$ cat config.mk
export PLATFORM = sky130hd
export DESIGN_NAME = pwm_decoder
export DESIGN_NICKNAME = d
export VERILOG_FILES = /design/src/rtl/pwm_decoder.sv
export SDC_FILE = /design/constraint.sdc
export NUM_CORES = 1
export LEC_CHECK = 0
export BUFFER_PORTS_ARGS = -buffer_cell sky130_fd_sc_hd__buf_2
export CORE_MARGIN = 2
export CORE_UTILIZATION = 45
export CTS_CLUSTER_DIAMETER = 50
export DETAILED_ROUTE_END_ITERATION = 16
export GPL_TIMING_DRIVEN = 0
export PLACE_DENSITY = 0.62
export SLEW_MARGIN = 20
export SYNTH_ARGS = -nofsm -noshare
export SYNTH_HDL_FRONTEND = slang
export SYNTH_SLANG_ARGS = --single-unit
$ cat constraint.sdc
create_clock -name clk -period 3.05 [get_ports clk]
set_input_delay 0 -clock clk [delete_from_list [all_inputs] [get_ports clk]]
set_output_delay 0 -clock clk [all_outputs]
set_load 0.01 [all_outputs]
$ cat src/rtl/pwm_decoder.sv
// pwm_decoder
// ---------------------------------------------------------------------------
// Measures a single-wire PWM input and recovers its duty on the 0..255 scale
// used by the PWM generator:  duty = round(high_time * 255 / period).
// The period is measured from one rising edge to the next, so the decoder
// follows frequency drift. An input that stops toggling is reported through
// a timeout path (duty forced to 0/255 and 'stuck' raised).
//
// Parameters
//   CLOCK_FREQUENCY  system clock in Hz
//   PWM_FREQUENCY    nominal input PWM frequency in Hz (sets the timeout only)
//
// Ports
//   clk     in   system clock, rising edge
//   rst_n   in   asynchronous active-low reset
//   pwm_in  in   asynchronous PWM input pin
//   duty    out  [7:0] last recovered duty code
//   valid   out  one-cycle pulse when duty is updated
//   stuck   out  high while no rising edge has been seen within the timeout
//   busy    out  high while the divider runs
//
// Build option
//   PWM_DECODER_GLITCH_FILTER_EN  when defined, a 3-cycle stability filter
//   follows the synchronizer so pulses shorter than 3 cycles are ignored.
// ---------------------------------------------------------------------------
module pwm_decoder #(
  parameter int unsigned CLOCK_FREQUENCY = 100000000,
  parameter int unsigned PWM_FREQUENCY   = 1000
) (
  input  logic       clk,
  input  logic       rst_n,
  input  logic       pwm_in,
  output logic [7:0] duty,
  output logic       valid,
  output logic       stuck,
  output logic       busy
);

  // Two nominal periods without a rising edge count as a stuck input.
  localparam logic [31:0] TIMEOUT =
    32'((64'(CLOCK_FREQUENCY) * 64'd2) / 64'(PWM_FREQUENCY));

  // Numerator is 40 bits, one quotient bit is produced per cycle.
  localparam logic [5:0] DIV_LAST_BIT = 6'd39;

  typedef enum logic [1:0] {
    IDLE,
    MEASURE,
    DIVIDE
  } state_t;

  state_t state;
  state_t state_next;

  logic sync_ff1;
  logic sync_ff2;
  logic s_pwm;
  logic s_pwm_d;
  logic rise;

  logic [31:0] period_cnt;
  logic [31:0] high_cnt;

  logic [39:0] div_num;
  logic [31:0] div_den;
  logic [31:0] div_rem;
  logic [5:0]  bit_cnt;

  logic        latch_sample;
  logic        timeout_evt;
  logic        div_done;

  logic [32:0] rem_shift;
  logic [32:0] rem_diff;
  logic        q_bit;
  logic [31:0] rem_next;
  logic [39:0] num_next;
  logic [7:0]  div_duty;

  function automatic logic [31:0] sat_inc(input logic [31:0] v);
    return (v == 32'hFFFF_FFFF) ? v : v + 32'd1;
  endfunction

  // N = H*255 + P/2 ; the P/2 term turns the truncating divide into rounding.
  function automatic logic [39:0] numerator(input logic [31:0] h,
                                            input logic [31:0] p);
    logic [39:0] h_ext;
    h_ext = {8'd0, h};
    return (h_ext << 8) - h_ext + {9'd0, p[31:1]};
  endfunction

  // Input synchronizer.
  always_ff @(posedge clk or negedge rst_n) begin
    if (!rst_n) begin
      sync_ff1 <= 1'b0;
      sync_ff2 <= 1'b0;
    end else begin
      sync_ff1 <= pwm_in;
      sync_ff2 <= sync_ff1;
    end
  end

`ifdef PWM_DECODER_GLITCH_FILTER_EN
  logic [1:0] filt_cnt;
  logic       filt_q;

  // The filtered level follows the synchronizer only after it has shown the
  // new level for three consecutive cycles; any return to the old level
  // restarts the count.
  always_ff @(posedge clk or negedge rst_n) begin
    if (!rst_n) begin
      filt_cnt <= 2'd0;
      filt_q   <= 1'b0;
    end else if (sync_ff2 == filt_q) begin
      filt_cnt <= 2'd0;
    end else if (filt_cnt == 2'd2) begin
      filt_cnt <= 2'd0;
      filt_q   <= sync_ff2;
    end else begin
      filt_cnt <= filt_cnt + 2'd1;
    end
  end

  assign s_pwm = filt_q;
`else
  assign s_pwm = sync_ff2;
`endif

  always_ff @(posedge clk or negedge rst_n) begin
    if (!rst_n) begin
      s_pwm_d <= 1'b0;
    end else begin
      s_pwm_d <= s_pwm;
    end
  end

  assign rise = s_pwm & ~s_pwm_d;

  // State register.
  always_ff @(posedge clk or negedge rst_n) begin
    if (!rst_n) begin
      state <= IDLE;
    end else begin
      state <= state_next;
    end
  end

  // Next state and control strobes. A rising edge during DIVIDE is not a
  // state event: the sample is dropped and only the counters restart.
  // Timeout is only evaluated in MEASURE, so a timeout that expires while
  // dividing takes effect right after the divide completes.
  always_comb begin
    state_next   = state;
    latch_sample = 1'b0;
    timeout_evt  = 1'b0;
    div_done     = 1'b0;
    case (state)
      IDLE: begin
        if (rise) begin
          state_next = MEASURE;
        end
      end
      MEASURE: begin
        if (rise) begin
          latch_sample = 1'b1;
          state_next   = DIVIDE;
        end else if (period_cnt >= TIMEOUT) begin
          timeout_evt = 1'b1;
          state_next  = IDLE;
        end
      end
      DIVIDE: begin
        if (bit_cnt == DIV_LAST_BIT) begin
          div_done   = 1'b1;
          state_next = MEASURE;
        end
      end
      default: begin
        state_next = IDLE;
      end
    endcase
  end

  // Period and high-time counters. The edge cycle itself counts, hence the
  // restart value of 1 (s_pwm is high on a rising-edge cycle).
  always_ff @(posedge clk or negedge rst_n) begin
    if (!rst_n) begin
      period_cnt <= 32'd0;
      high_cnt   <= 32'd0;
    end else if (rise) begin
      period_cnt <= 32'd1;
      high_cnt   <= 32'd1;
    end else if (state == IDLE || timeout_evt) begin
      period_cnt <= 32'd0;
      high_cnt   <= 32'd0;
    end else begin
      period_cnt <= sat_inc(period_cnt);
      if (s_pwm) begin
        high_cnt <= sat_inc(high_cnt);
      end
    end
  end

  // One restoring-division step. The remainder stays below the divisor, so
  // 32 bits hold it; the shifted value needs one extra bit for the compare.
  always_comb begin
    rem_shift = {div_rem, div_num[39]};
    rem_diff  = rem_shift - {1'b0, div_den};
    q_bit     = (rem_shift >= {1'b0, div_den});
    rem_next  = q_bit ? rem_diff[31:0] : rem_shift[31:0];
    num_next  = {div_num[38:0], q_bit};
    div_duty  = (|num_next[39:8]) ? 8'hFF : num_next[7:0];
  end

  // Divider registers: the numerator register shifts out dividend bits and
  // shifts in quotient bits, ending up holding the quotient.
  always_ff @(posedge clk or negedge rst_n) begin
    if (!rst_n) begin
      div_num <= 40'd0;
      div_den <= 32'd0;
      div_rem <= 32'd0;
      bit_cnt <= 6'd0;
    end else if (latch_sample) begin
      div_num <= numerator(high_cnt, period_cnt);
      div_den <= period_cnt;
      div_rem <= 32'd0;
      bit_cnt <= 6'd0;
    end else if (state == DIVIDE) begin
      div_num <= num_next;
      div_rem <= rem_next;
      bit_cnt <= bit_cnt + 6'd1;
    end
  end

  // Output registers. A timeout reports the level the input is stuck at.
  always_ff @(posedge clk or negedge rst_n) begin
    if (!rst_n) begin
      duty  <= 8'd0;
      valid <= 1'b0;
      stuck <= 1'b0;
    end else begin
      valid <= div_done | timeout_evt;
      if (div_done) begin
        duty <= div_duty;
      end else if (timeout_evt) begin
        duty <= s_pwm ? 8'hFF : 8'h00;
      end
      if (timeout_evt) begin
        stuck <= 1'b1;
      end else if (rise) begin
        stuck <= 1'b0;
      end
    end
  end

  assign busy = (state == DIVIDE);

endmodule

==> summary.txt, run 1 <==
Outcome
  • Outcome: finished, violations left
  • Violations in the final reports: setup timing

Timing
  • Measured slew at the worst slew-check pin: 0.850 ns
  • Final Max Slew Viols: 0
  • Hold slack: 0.128 ns
  • Final-report hold violation count: 0
  • Final setup violation count: 17
  • Fin Clk Skew: 0.0144 ns
  • RSZ-0062 raised after global routing: true
  • Fin crit share: 1.08
  • Post-route setup slack: -0.255 ns
  • Slew headroom: 0.433
  • Minimum clock period: 3.30 ns
  • Max Clock Freq: between 0.3 and 0.4 GHz

Yosys
  • Ys async rst share: 1.00
  • Synth top area cells: dfrtp_1 (35%), ha_1 (8.3%), nand2_1 (4.9%)
  • Synth Register Bits: around 190
  • Most frequent cell after synthesis: dfrtp_1
  • Synth unique cells: 81
  • Cell area after synthesis: 13,500 um2
  • Commonest cells in the synthesized netlist: dfrtp_1 (189), nand2_1 (176), inv_1 (151)
  • Number of synthesized flops with an enable pin: 0
  • Post-Synthesis Cells: ~1,600
  • Mapped Nets: 1,723
  • Commonest register cell after synthesis: dfrtp_1
  • YS warnings: 0
  • Yosys top cell by area: dfrtp_1
  • Syn_area_per_cell: 8.43 um2
  • Top-area cell type share of the netlist area: 0.350
  • Sequential area share after synthesis: 0.350

Final layout
  • Synth-to-Final Area Change: 18.5%
  • Nets: roughly 1,800
  • Final core occ: 0.541
  • Antenna cells: 0
  • Share of layout cells above drive strength 1: 0.176
  • Filler-free cell count of the finished design: 2,096

Clock network
  • H-Tree Depth: 4
  • CTS Sinks: 189
  • CTS tree: done
  • Clock-pin slew on the worst setup and hold paths: 0.08 ns
  • CTS Buffer Depth: 2
  • CTS root buf: clkbuf_16
  • Clock Latency Late Sink: 0.46 ns
  • Num CTS Buffers: 17

Critical path
  • CP arrival: 3.62 ns
  • Critical path type: reg2reg
  • R2R depth: 12
  • Worst-path maximum fanout: 4
  • CP Launch Type: register
  • Required @ worst endpoint: 3.37 ns
  • Reg2Reg Setup Slack: -0.25 ns
  • CP startpoint: high_cnt[8]
  • Worst Setup EP: div_num[25]
  • Crit end category: register
  • Worst R2R End: div_num[25]
  • Reg-to-reg critical path startpoint: high_cnt[8]

Placed design
  • HPWL Detailed: about 30,000 um
  • Dpl ws: -0.481 ns
  • Final GP Congestion: 0.901
  • PortBufs: 13
  • DP Cell Count: between 2,000 and 2,500

Global route
  • Vias in the first global route: 11,500
  • First-pass GRT wire length: 64,800 um
  • Tot GR Track Use: 0.266
  • Initial antenna violation count: 2
  • Global route overflow: 0
  • Largest net degree at the start of global routing: 99

Floorplan
  • Initial Utilization: 0.456
  • Die area: 31,500 um2
  • Die W: about 180 um
  • Die height: 177 um
  • Top Ports: 14
  • Core area: 29,600 um2
  • FP Rows: 63

Routing
  • WL final: 41,700 um
  • Vias post-DR: 12,300
  • Drt pass-1 iters: 5
  • Routed Antenna Nets: 0
  • DRT iter0 DRCs: 1,299
  • DRC viols: 0
  • Routed length per instance: between 15 and 20 um
  • Via/cell ratio: 5.85

Power and ir drop
  • Pwr dens: slightly below 900 nW/um2
  • Worst vdd ir: just under 500 uV
  • Static leakage power: between 7 and 8 nW

Job
  • Max-Cap Viols: 0

Worst hold path
  • Hold/Removal Path Class: in2async
-- metal layers --
layer | track usage | wire length (um) | vias to the layer above | part of all wire
li1 | - | - | 5728 | -
met1 | 0.400 | 19800 | 6034 | 0.48
met2 | 0.406 | 18500 | 456 | 0.44
met3 | 0.0328 | 2550 | 49 | 0.061
met4 | 0.0666 | 771 | 2 | 0.018
met5 | 0 | 10 | - | 0.00024
-- through the flow --
stage | power (mW) | instance area, um2 | setup TNS, ns
after floorplan | 8.38 | 13600 | -0.0265
after global placement | 10.1 | 14100 | -243.94
after global routing | 15.0 | 16000 | -3.87
final | 14.2 | 16000 | -1.87
after CTS | 13.1 | 15400 | -1.36
after detailed placement | 10.1 | 14200 | -7.25
-- critical path, cell delays in order, from the launching register on --
cell and delay, ns:
dfrtp_1 0.42, inv_2 0.12, fa_1 0.46, ha_4 0.26
a21o_1 0.20, or2_1 0.23, o211ai_1 0.21, nand2_2 0.16
a211oi_4 0.39, nor2_2 0.09, nor3_2 0.14, xor2_1 0.36
a21oi_1 0.12
-- cell usage in the layout (no fill, tap or decap), types with 11 or more instances in the layout --
cell / n
a21o_1: 25
a21oi_1: 98
a21oi_2: 15
a31oi_1: 19
and3_1: 31
buf_2: 19
buf_4: 61
clkbuf_1: 44
clkbuf_16: 17
dfrtp_1: 169
dfrtp_2: 20
fa_1: 24
ha_1: 68
ha_4: 18
inv_1: 126
inv_2: 24
mux2i_1: 12
nand2_1: 171
nand2b_1: 15
nand3_1: 56
nand4_1: 31
nor2_1: 124
nor2b_1: 11
nor3_1: 17
nor4_1: 21
o211ai_1: 12
o21a_1: 13
o21ai_0: 108
o21ai_1: 21
or3_1: 13
xnor2_1: 63
xor2_1: 35
-- flip-flops by register name, summed over array words and instances (netlist names), 2 cells and up --
register / count
period_cnt: 32
duty: 8
div_num: 40
div_rem: 32
high_cnt: 32
bit_cnt: 6
div_den: 32
state: 2
-- worst min path at each step --
stage	startpoint	end	slack, ns	cells after the start
2_1_floorplan	rst_n	bit_cnt[0]	-0.30	0
3_3_place_gp	pwm_in	sync_ff1	0.11	1
3_5_place_dp	rst_n	div_rem[31]	-0.21	1
4_1_cts	rst_n	div_rem[30]	0.17	3
5_1_grt	rst_n	div_rem[30]	0.19	3
6_report	rst_n	div_rem[30]	0.13	3
-- layout make-up --
class	instances	area (um2)
fill	2743	13600
multi-input combinational	1195	8700
sequential	189	4750
timing repair buffer	79	638
inverter	152	573
tap	390	488
clock buffer	18	429
buffer	59	253
clock inverter	14	193
-- timing repair --
| action | 4_1_cts | 5_1_grt |
|---|---|---|
| hold buffers | 3 | 0 |
| gates resized for setup | 90 | 95 |
| pin swaps | 26 | 59 |
| hold endpoints to repair | 190 | 0 |
| setup buffers | 38 | 23 |
| setup endpoints to repair | 53 | 66 |
-- cell families after synthesis --
logic type	share of synthesized area
muxes	0.0114
xor gates and xnor gates	0.0693
buffers and inverters	0.0631
DFF	0.350
and+or+nand+nor	0.206
AOI/OAI and AO/OA	0.180
adders and majority gates	0.120
-- power by group --
part           total (mW)  switching [mW]  leakage [nW]  internal, mW
sequential           3.46           0.450          2.48          3.01
clock                2.42            1.16         0.305          1.26
combinational        8.27            4.69          4.31          3.58
Note: power is estimated with default switching activity, not from simulation.
==> run 2: changes to the inputs <==
Settings changed: PLACE_DENSITY 0.62 to 0.6.
Clock period 3.05 ns to 3.7 ns, I/O delays scaled along.
==> run 2 against run 1 <==
Effect of this change:
- the flow now finishes without violations
- highest routed layer is now met4
- largest power group unchanged
- first-iteration DRC count shrank 14%
- clock-buffer cell count did not move
- final cell count fell by 2.5%
- setup slack better by 0.39 ns
- non-clock buffer count decreased by 52
- utilization is 3.9 points lower
==> summary.txt, run 2 (same netlist as run 1, synthesis figures left out) <==
Critical path
  • Critical path type: reg2reg (unchanged)
  • Crit end category: register (unchanged)
  • CP arrival: 3.89 ns (was 3.62 ns)
  • CP Launch Type: register (unchanged)
  • Required @ worst endpoint: 4.03 ns (was 3.37 ns)
  • Worst-path maximum fanout: 6 (was 4)

Routing
  • Routed wl met3: 2320 um (was 2550 um)
  • Drt pass-1 iters: 5 (unchanged)
  • Routed Antenna Nets: 0 (unchanged)
  • DRC viols: 0 (unchanged)
  • Vias post-DR: 11,700 (was 12,300)
  • Uppermost layer routed: met4 (was met5)
  • DRT iter0 DRCs: 1,113 (was 1,299)
  • WL final: 40,500 um (was 41,700 um)
  • Via/cell ratio: 5.72 (was 5.85)
  • Routed length per instance: 19.8 um (was 19.9 um)
  • Met1 WL: 20,600 um (was 19,800 um)
  • Routed wl met2: 16,800 um (was 18,500 um)

Power and ir drop
  • Static leakage power: 6.62 nW (was 7.09 nW)
  • Pwr dens: 711 nW/um2 (was 883 nW/um2)
  • Worst vdd ir: 385 uV (was 482 uV)

Job
  • Max-Cap Viols: 0 (unchanged)

Final layout
  • Antenna cells: 0 (unchanged)
  • Share of layout cells above drive strength 1: 0.0707 (was 0.176)
  • Synth-to-Final Area Change: 9.92% (was 18.5%)
  • Commonest non-fill, non-tap cells in the layout: dfrtp_1 (183), nand2_1 (175), inv_1 (151), nor2_1 (128), o21ai_0 (121) (was nand2_1 (171), dfrtp_1 (169), inv_1 (126), nor2_1 (124), o21ai_0 (108))
  • Commonest non-fill, non-tap cell in the layout: dfrtp_1 (was nand2_1)
  • Nets: 1,759 (was 1,811)
  • Largest register FFs: 40 (unchanged)
  • Number of fill cells: 2,865 (was 2,743)
  • Reg with most FFs: div_num (unchanged)
  • Filler-free cell count of the finished design: 2,044 (was 2,096)

Floorplan
  • FP Rows: 63 (unchanged)
  • Die height: 177 um (unchanged)
  • Die area: 31,500 um2 (unchanged)
  • Top Ports: 14 (unchanged)
  • Core area: 29,600 um2 (unchanged)
  • Initial Utilization: 0.456 (unchanged)
  • Die W: 177 um (unchanged)

Worst hold path
  • Hold/Removal Path Class: in2reg (was in2async)

Clock network
  • H-Tree Depth: 4 (unchanged)
  • CTS Sinks: 189 (unchanged)
  • CTS tree: done (unchanged)
  • Clock-pin slew on the worst setup and hold paths: 0.08 ns (about the same)
  • Clock Latency Late Sink: 0.46 ns (about the same)
  • CTS root buf: clkbuf_16 (unchanged)
  • Num CTS Buffers: 17 (unchanged)
  • CTS Buffer Depth: 2 (unchanged)

Global route
  • Tot GR Track Use: 0.267 (was 0.266)
  • Largest net degree at the start of global routing: 94 (was 99)
  • Global route overflow: 0 (unchanged)
  • Vias in the first global route: 11,000 (was 11,500)
  • First-pass GRT wire length: 64,100 um (was 64,800 um)
  • Initial antenna violation count: 1 (was 2)

Timing
  • Max Clock Freq: 0.281 GHz (was 0.303 GHz)
  • Hold slack: 0.191 ns (was 0.128 ns)
  • Final-report hold violation count: 0 (unchanged)
  • Minimum clock period: 3.56 ns (was 3.30 ns)
  • Fin crit share: 0.963 (was 1.08)
  • Measured slew at the worst slew-check pin: 0.979 ns (was 0.850 ns)
  • Setup TNS: 0 ns (was -1.87 ns)
  • Final setup violation count: 0 (was 17)
  • Fin Clk Skew: 0.0177 ns (was 0.0144 ns)
  • Final Max Slew Viols: 0 (unchanged)
  • Slew headroom: 0.348 (was 0.433)

Placed design
  • Final GP Congestion: 0.892 (was 0.901)
  • PortBufs: 13 (unchanged)
  • HPWL Detailed: 30,800 um (was 30,100 um)
  • DP Cell Count: 2,010 (unchanged)

Outcome
  • Outcome: finished clean (was finished, violations left)
-- run 2: per-stage QoR --
| step | worst slack (ns) | total power, mW | utilization | area, um2 |
|---|---|---|---|---|
| after global placement | -0.644 | 8.31 | 0.475 | 14100 |
| after floorplan | 0.591 | 6.89 | - | 13500 |
| after CTS | 0.0724 | 10.4 | 0.499 | 14800 |
| after global routing | -0.00247 | 11.4 | 0.502 | 14900 |
| after detailed placement | 0.105 | 8.36 | 0.477 | 14100 |
| final | 0.138 | 10.6 | 0.502 | 14900 |
-- run 2: final timing paths --
path	startpoint	end	slack, ns	depth (start not counted)
min in group asynchronous	rst_n	period_cnt[9]	0.49	3
setup reg to reg	high_cnt[8]	div_num[25]	0.14	13
max in group asynchronous	rst_n	div_rem[12]	1.65	4
hold / removal	pwm_in	sync_ff1	0.19	2
setup / recovery	high_cnt[8]	div_num[25]	0.14	13
hold reg to reg	sync_ff1	s_pwm	0.35	0
-- run 2: what timing repair did --
| item | 4_1_cts | 5_1_grt |
|---|---|---|
| hold buffers | 4 | 0 |
| setup buffers | 0 | 2 |
| endpoints found under the setup margin | 0 | 11 |
| gates resized for setup | 0 | 16 |
| endpoints found under the hold margin | 190 | 0 |
-- run 2: cell type report --
| class | count | area, um2 | area share |
|---|---|---|---|
| plain buffers | 65 | 268 | 0.0180 |
| clock buffers | 18 | 439 | 0.0295 |
| clock inverters | 14 | 173 | 0.0116 |
| inverters | 152 | 571 | 0.0384 |
| multi-input cells | 1195 | 8010 | 0.539 |
| flip-flops and latches | 189 | 4740 | 0.319 |
| well taps | 390 | 488 | 0.0328 |
| repair buffers | 21 | 185 | 0.0125 |
-- run 2: power breakdown --
| part | switching [mW] | internal, mW |
|---|---|---|
| Combinational | 3.42 | 2.28 |
| Clock | 0.943 | 1.04 |
| Sequential | 0.396 | 2.48 |
| Total | 4.76 | 5.80 |
-- run 2: worst max-delay path, cell delays in order (launching register included) --
cell,delay [ns]
dfrtp_1,0.43
inv_1,0.20
fa_1,0.47
ha_1,0.37
a21o_1,0.22
or2_0,0.22
o211ai_1,0.21
nand2_2,0.17
a211oi_4,0.31
buf_4,0.16
nor2_1,0.04
nor3_1,0.18
xor2_1,0.33
a21oi_1,0.11
-- run 2: layer usage --
metal,vias to the layer above,global-route usage
li1,5648,-
met1,5692,0.418
met2,318,0.372
met3,40,0.0493
met4,0,0.0751
met5,-,0
==> run 3: changes to the inputs <==
Settings changed: ABC_AREA from default to 1.
==> run 3 against run 2 <==
Effect of this change:
- die area increased by 20%
- clock-buffer cell count did not move
- synthesized area grew 21%
- register-to-register slack improved by 0.37 ns
- sequential share of layout area is 5.1 points lower
- synthesized cell count rose by 61%
- worst hold slack worse by 0.16 ns
- flip-flop and latch count unchanged
- sequential power shrank 4%
- wire length increased by 30%
- clock skew shrank 0.0040 ns
- cell area grew 19%
- critical path type unchanged
- largest cell class unchanged
==> summary.txt, run 3 <==
Outcome
  • Outcome: finished clean (unchanged)

Clock network
  • CTS Sinks: 189 (unchanged)
  • Clock Latency Late Sink: 0.46 ns (about the same)
  • CTS tree: done (unchanged)
  • Num CTS Buffers: 17 (unchanged)
  • CTS root buf: clkbuf_16 (unchanged)
  • # Post-CTS Setup Buffers: 0 (unchanged)
  • CTS Buffer Depth: 2 (unchanged)
  • Clock-pin slew on the worst setup and hold paths: 0.08 ns (about the same)
  • H-Tree Depth: 4 (unchanged)

Yosys
  • YS warnings: 0 (unchanged)
  • Yosys top cell by area: dfrtp_1 (unchanged)
  • Synth unique cells: 44 (was 81)
  • Commonest cells in the synthesized netlist: nand2_1 (857), inv_1 (489), nand3_1 (226) (was dfrtp_1 (189), nand2_1 (176), inv_1 (151))
  • Synth Register Bits: 189 (unchanged)
  • Sequential area share after synthesis: 0.289 (was 0.350)
  • Mapped Nets: 2,702 (was 1,723)
  • Post-Synthesis Cells: 2,584 (was 1,605)
  • Commonest register cell after synthesis: dfrtp_1 (unchanged)
  • Synth top area cells: dfrtp_1 (29%), nand2_1 (20%), inv_1 (11%) (was dfrtp_1 (35%), ha_1 (8.3%), nand2_1 (4.9%))
  • Most frequent cell after synthesis: nand2_1 (was dfrtp_1)
  • Top-area cell type share of the netlist area: 0.289 (was 0.350)
  • Cell area after synthesis: 16,400 um2 (was 13,500 um2)
  • Number of synthesized flops with an enable pin: 0 (unchanged)
  • Syn_area_per_cell: 6.33 um2 (was 8.43 um2)
  • Ys async rst share: 1.00 (unchanged)

Global route
  • Global route overflow: 0 (unchanged)
  • Tot GR Track Use: 0.287 (was 0.267)
  • Vias in the first global route: 15,800 (was 11,000)
  • First-pass GRT wire length: 84,900 um (was 64,100 um)
  • Initial antenna violation count: 0 (was 1)
  • Largest net degree at the start of global routing: 83 (was 94)

Final layout
  • Nets: 2,738 (was 1,759)
  • Final core occ: 0.495 (was 0.502)
  • Share of layout cells above drive strength 1: 0.0444 (was 0.0707)
  • Number of fill cells: 3,826 (was 2,865)
  • Commonest non-fill, non-tap cell in the layout: nand2_1 (was dfrtp_1)
  • Synth-to-Final Area Change: 7.97% (was 9.92%)
  • Reg with most FFs: div_num (unchanged)
  • Antenna cells: 0 (unchanged)
  • Commonest non-fill, non-tap cells in the layout: nand2_1 (857), inv_1 (489), nand3_1 (226), nor2_1 (214), dfrtp_1 (189) (was dfrtp_1 (183), nand2_1 (175), inv_1 (151), nor2_1 (128), o21ai_0 (121))
  • Largest register FFs: 40 (unchanged)

Critical path
  • Slowest stage delay, CP: 0.58 ns (was 0.47 ns)
  • CP arrival: 3.54 ns (was 3.89 ns)
  • CP delay by family, top: simple AND/OR/NAND/NOR gates (was compound AO/OA/AOI/OAI gates)
  • CP startpoint: period_cnt[23] (was high_cnt[8])
  • Critical path type: reg2reg (unchanged)
  • R2R depth: 15 (was 13)
  • Buf+Inv Stages, Crit Path: 2 (unchanged)
  • Reg-to-reg critical path startpoint: period_cnt[23] (was high_cnt[8])
  • Critical path, cell by cell: inv_1 > fa_1 > inv_1 > ha_1 > nand2_1 > nor2_1 > nand2_1 > nor2_1 > nand2_1 > nand3_1 > nand2_1 > nand3_1 > nand3_1 > nand2_1 > nand2_1 (was inv_1 > fa_1 > ha_1 > a21o_1 > or2_0 > o211ai_1 > nand2_2 > a211oi_4 > buf_4 > nor2_1 > nor3_1 > xor2_1 > a21oi_1)
  • CP Launch Type: register (unchanged)
  • Most frequent CP cell: nand2_1
  • Worst R2R End: div_num[39] (was div_num[25])
  • Required @ worst endpoint: 4.05 ns (was 4.03 ns)
  • Reg2Reg Setup Slack: 0.51 ns (was 0.14 ns)
  • Slowest CP cell: fa_1 (unchanged)
  • Crit end category: register (unchanged)
  • Worst-path maximum fanout: 7 (was 6)

Power and ir drop
  • Sw Pwr: 6.35 mW (was 4.76 mW)
  • Total power: 12.2 mW (was 10.6 mW)
  • Clock share of power: 0.154 (was 0.188)
  • Logic pwr share: 0.620 (was 0.540)
  • Static leakage power: 9.64 nW (was 6.62 nW)
  • Pint: 5.85 mW (was 5.80 mW)
  • Pwr dens: 690 nW/um2 (was 711 nW/um2)
  • Sw Share: 0.520 (was 0.451)
  • Worst vdd ir: 353 uV (was 385 uV)
  • Sequential share of power: 0.227 (was 0.272)

Placed design
  • HPWL Detailed: 42,800 um (was 30,800 um)
  • PortBufs: 13 (unchanged)
  • Final GP Congestion: 0.977 (was 0.892)

Timing
  • RSZ-0062 raised after global routing: false
  • Minimum clock period: 3.19 ns (was 3.56 ns)
  • Fin crit share: 0.863 (was 0.963)
  • Final setup violation count: 0 (unchanged)
  • Final-report hold violation count: 0 (unchanged)
  • Measured slew at the worst slew-check pin: 0.696 ns (was 0.979 ns)
  • Slew headroom: 0.536 (was 0.348)
  • Final Max Slew Viols: 0 (unchanged)
  • Fin Clk Skew: 0.0137 ns (was 0.0177 ns)
  • Max Clock Freq: 0.313 GHz (was 0.281 GHz)

Floorplan
  • Die W: 195 um (was 177 um)
  • Core area: 35,700 um2 (was 29,600 um2)
  • Top Ports: 14 (unchanged)
  • FP Rows: 69 (was 63)
  • Die height: 195 um (was 177 um)
  • Die area: 37,900 um2 (was 31,500 um2)
  • Initial Utilization: 0.459 (was 0.456)

Routing
  • WL final: 52,700 um (was 40,500 um)
  • Routed Antenna Nets: 0 (unchanged)
  • DRT iter0 DRCs: 1,131 (was 1,113)
  • Routed length per instance: 17.0 um (was 19.8 um)
  • Vias post-DR: 16,100 (was 11,700)
  • Drt pass-1 iters: 6 (was 5)
  • DRC viols: 0 (unchanged)
  • Via/cell ratio: 5.19 (was 5.72)

Worst hold path
  • Hold/Removal Path Class: in2async (was in2reg)

Job
  • Max-Cap Viols: 0 (unchanged)
==> run 3: cell count changes after synthesis, sizes merged, moves of 30 or more <==
cell	change
nor3	+30
a21oi	-54
nand2	+687
nand3	+175
inv	+344
xnor2	-47
and3	-33
nor2	+93
==> run 3: cell type report <==
cell class / count / area (um2) / area share
Clock buffer: 18 / 429 / 0.0243
Multi-Input combinational cell: 1841 / 9480 / 0.537
Sequential cell: 189 / 4730 / 0.268
Tap cell: 461 / 577 / 0.0327
Buffer: 58 / 290 / 0.0164
Clock inverter: 14 / 148 / 0.00836
Inverter: 496 / 1860 / 0.105
Timing Repair Buffer: 17 / 150 / 0.00850
==> run 3: worst max path at each step <==
stage,endpoint,cells past startpoint
after floorplan,div_num[24],16
after global placement,div_num[29],1
after detailed placement,div_num[39],15
after CTS,div_num[39],15
after global routing,div_num[39],15
final,div_num[39],15
==> run 3: kinds of logic after synthesis <==
kind of cell	synth area share
flops	0.289
fa+ha+maj	0.0994
compound gates	0.0781
simple gates	0.368
buf+inv	0.132
xor+xnor	0.0343
==> run 3: repair_timing <==
item / 4_1_cts / 5_1_grt
hold buffers: 2 / 0
endpoints found under the hold margin: 108 / 0
resized for setup: 0 / 0
==> run 3: layer usage <==
metal  vias up  part of all wire  track usage  routed length, um
li1       8055                 -            -                  -
met4         0             0.040        0.119               2090
met3        86             0.039       0.0278               2050
met1      7542              0.43        0.362              22900
met5         -                 0            0                  0
met2       388              0.49        0.505              25700
==> run 3: stage by stage <==
step	setup slack [ns]	instance area, um2	TNS (ns)	std cells	hold WS [ns]
floorplan	1.28	16400	0	2584	-0.296
global placement	-0.737	17000	-132.03	3058	0.111
detailed placement	0.622	17100	0	3060	-0.0642
CTS	0.599	17700	0	3094	0.0428
global route	0.297	17700	0	3094	0.0683
finish	0.507	17700	0	3094	0.0336
==> run 3: power groups by stage <==
stage / sequential, mW / clock (mW) / combinational (mW)
5_1_grt: 2.81 / 1.99 / 8.60
3_5_place_dp: 2.80 / 0 / 7.48
3_3_place_gp: 2.79 / 0 / 7.39
6_report: 2.76 / 1.87 / 7.56
2_1_floorplan: 2.71 / 0 / 5.55
4_1_cts: 2.76 / 1.90 / 7.52
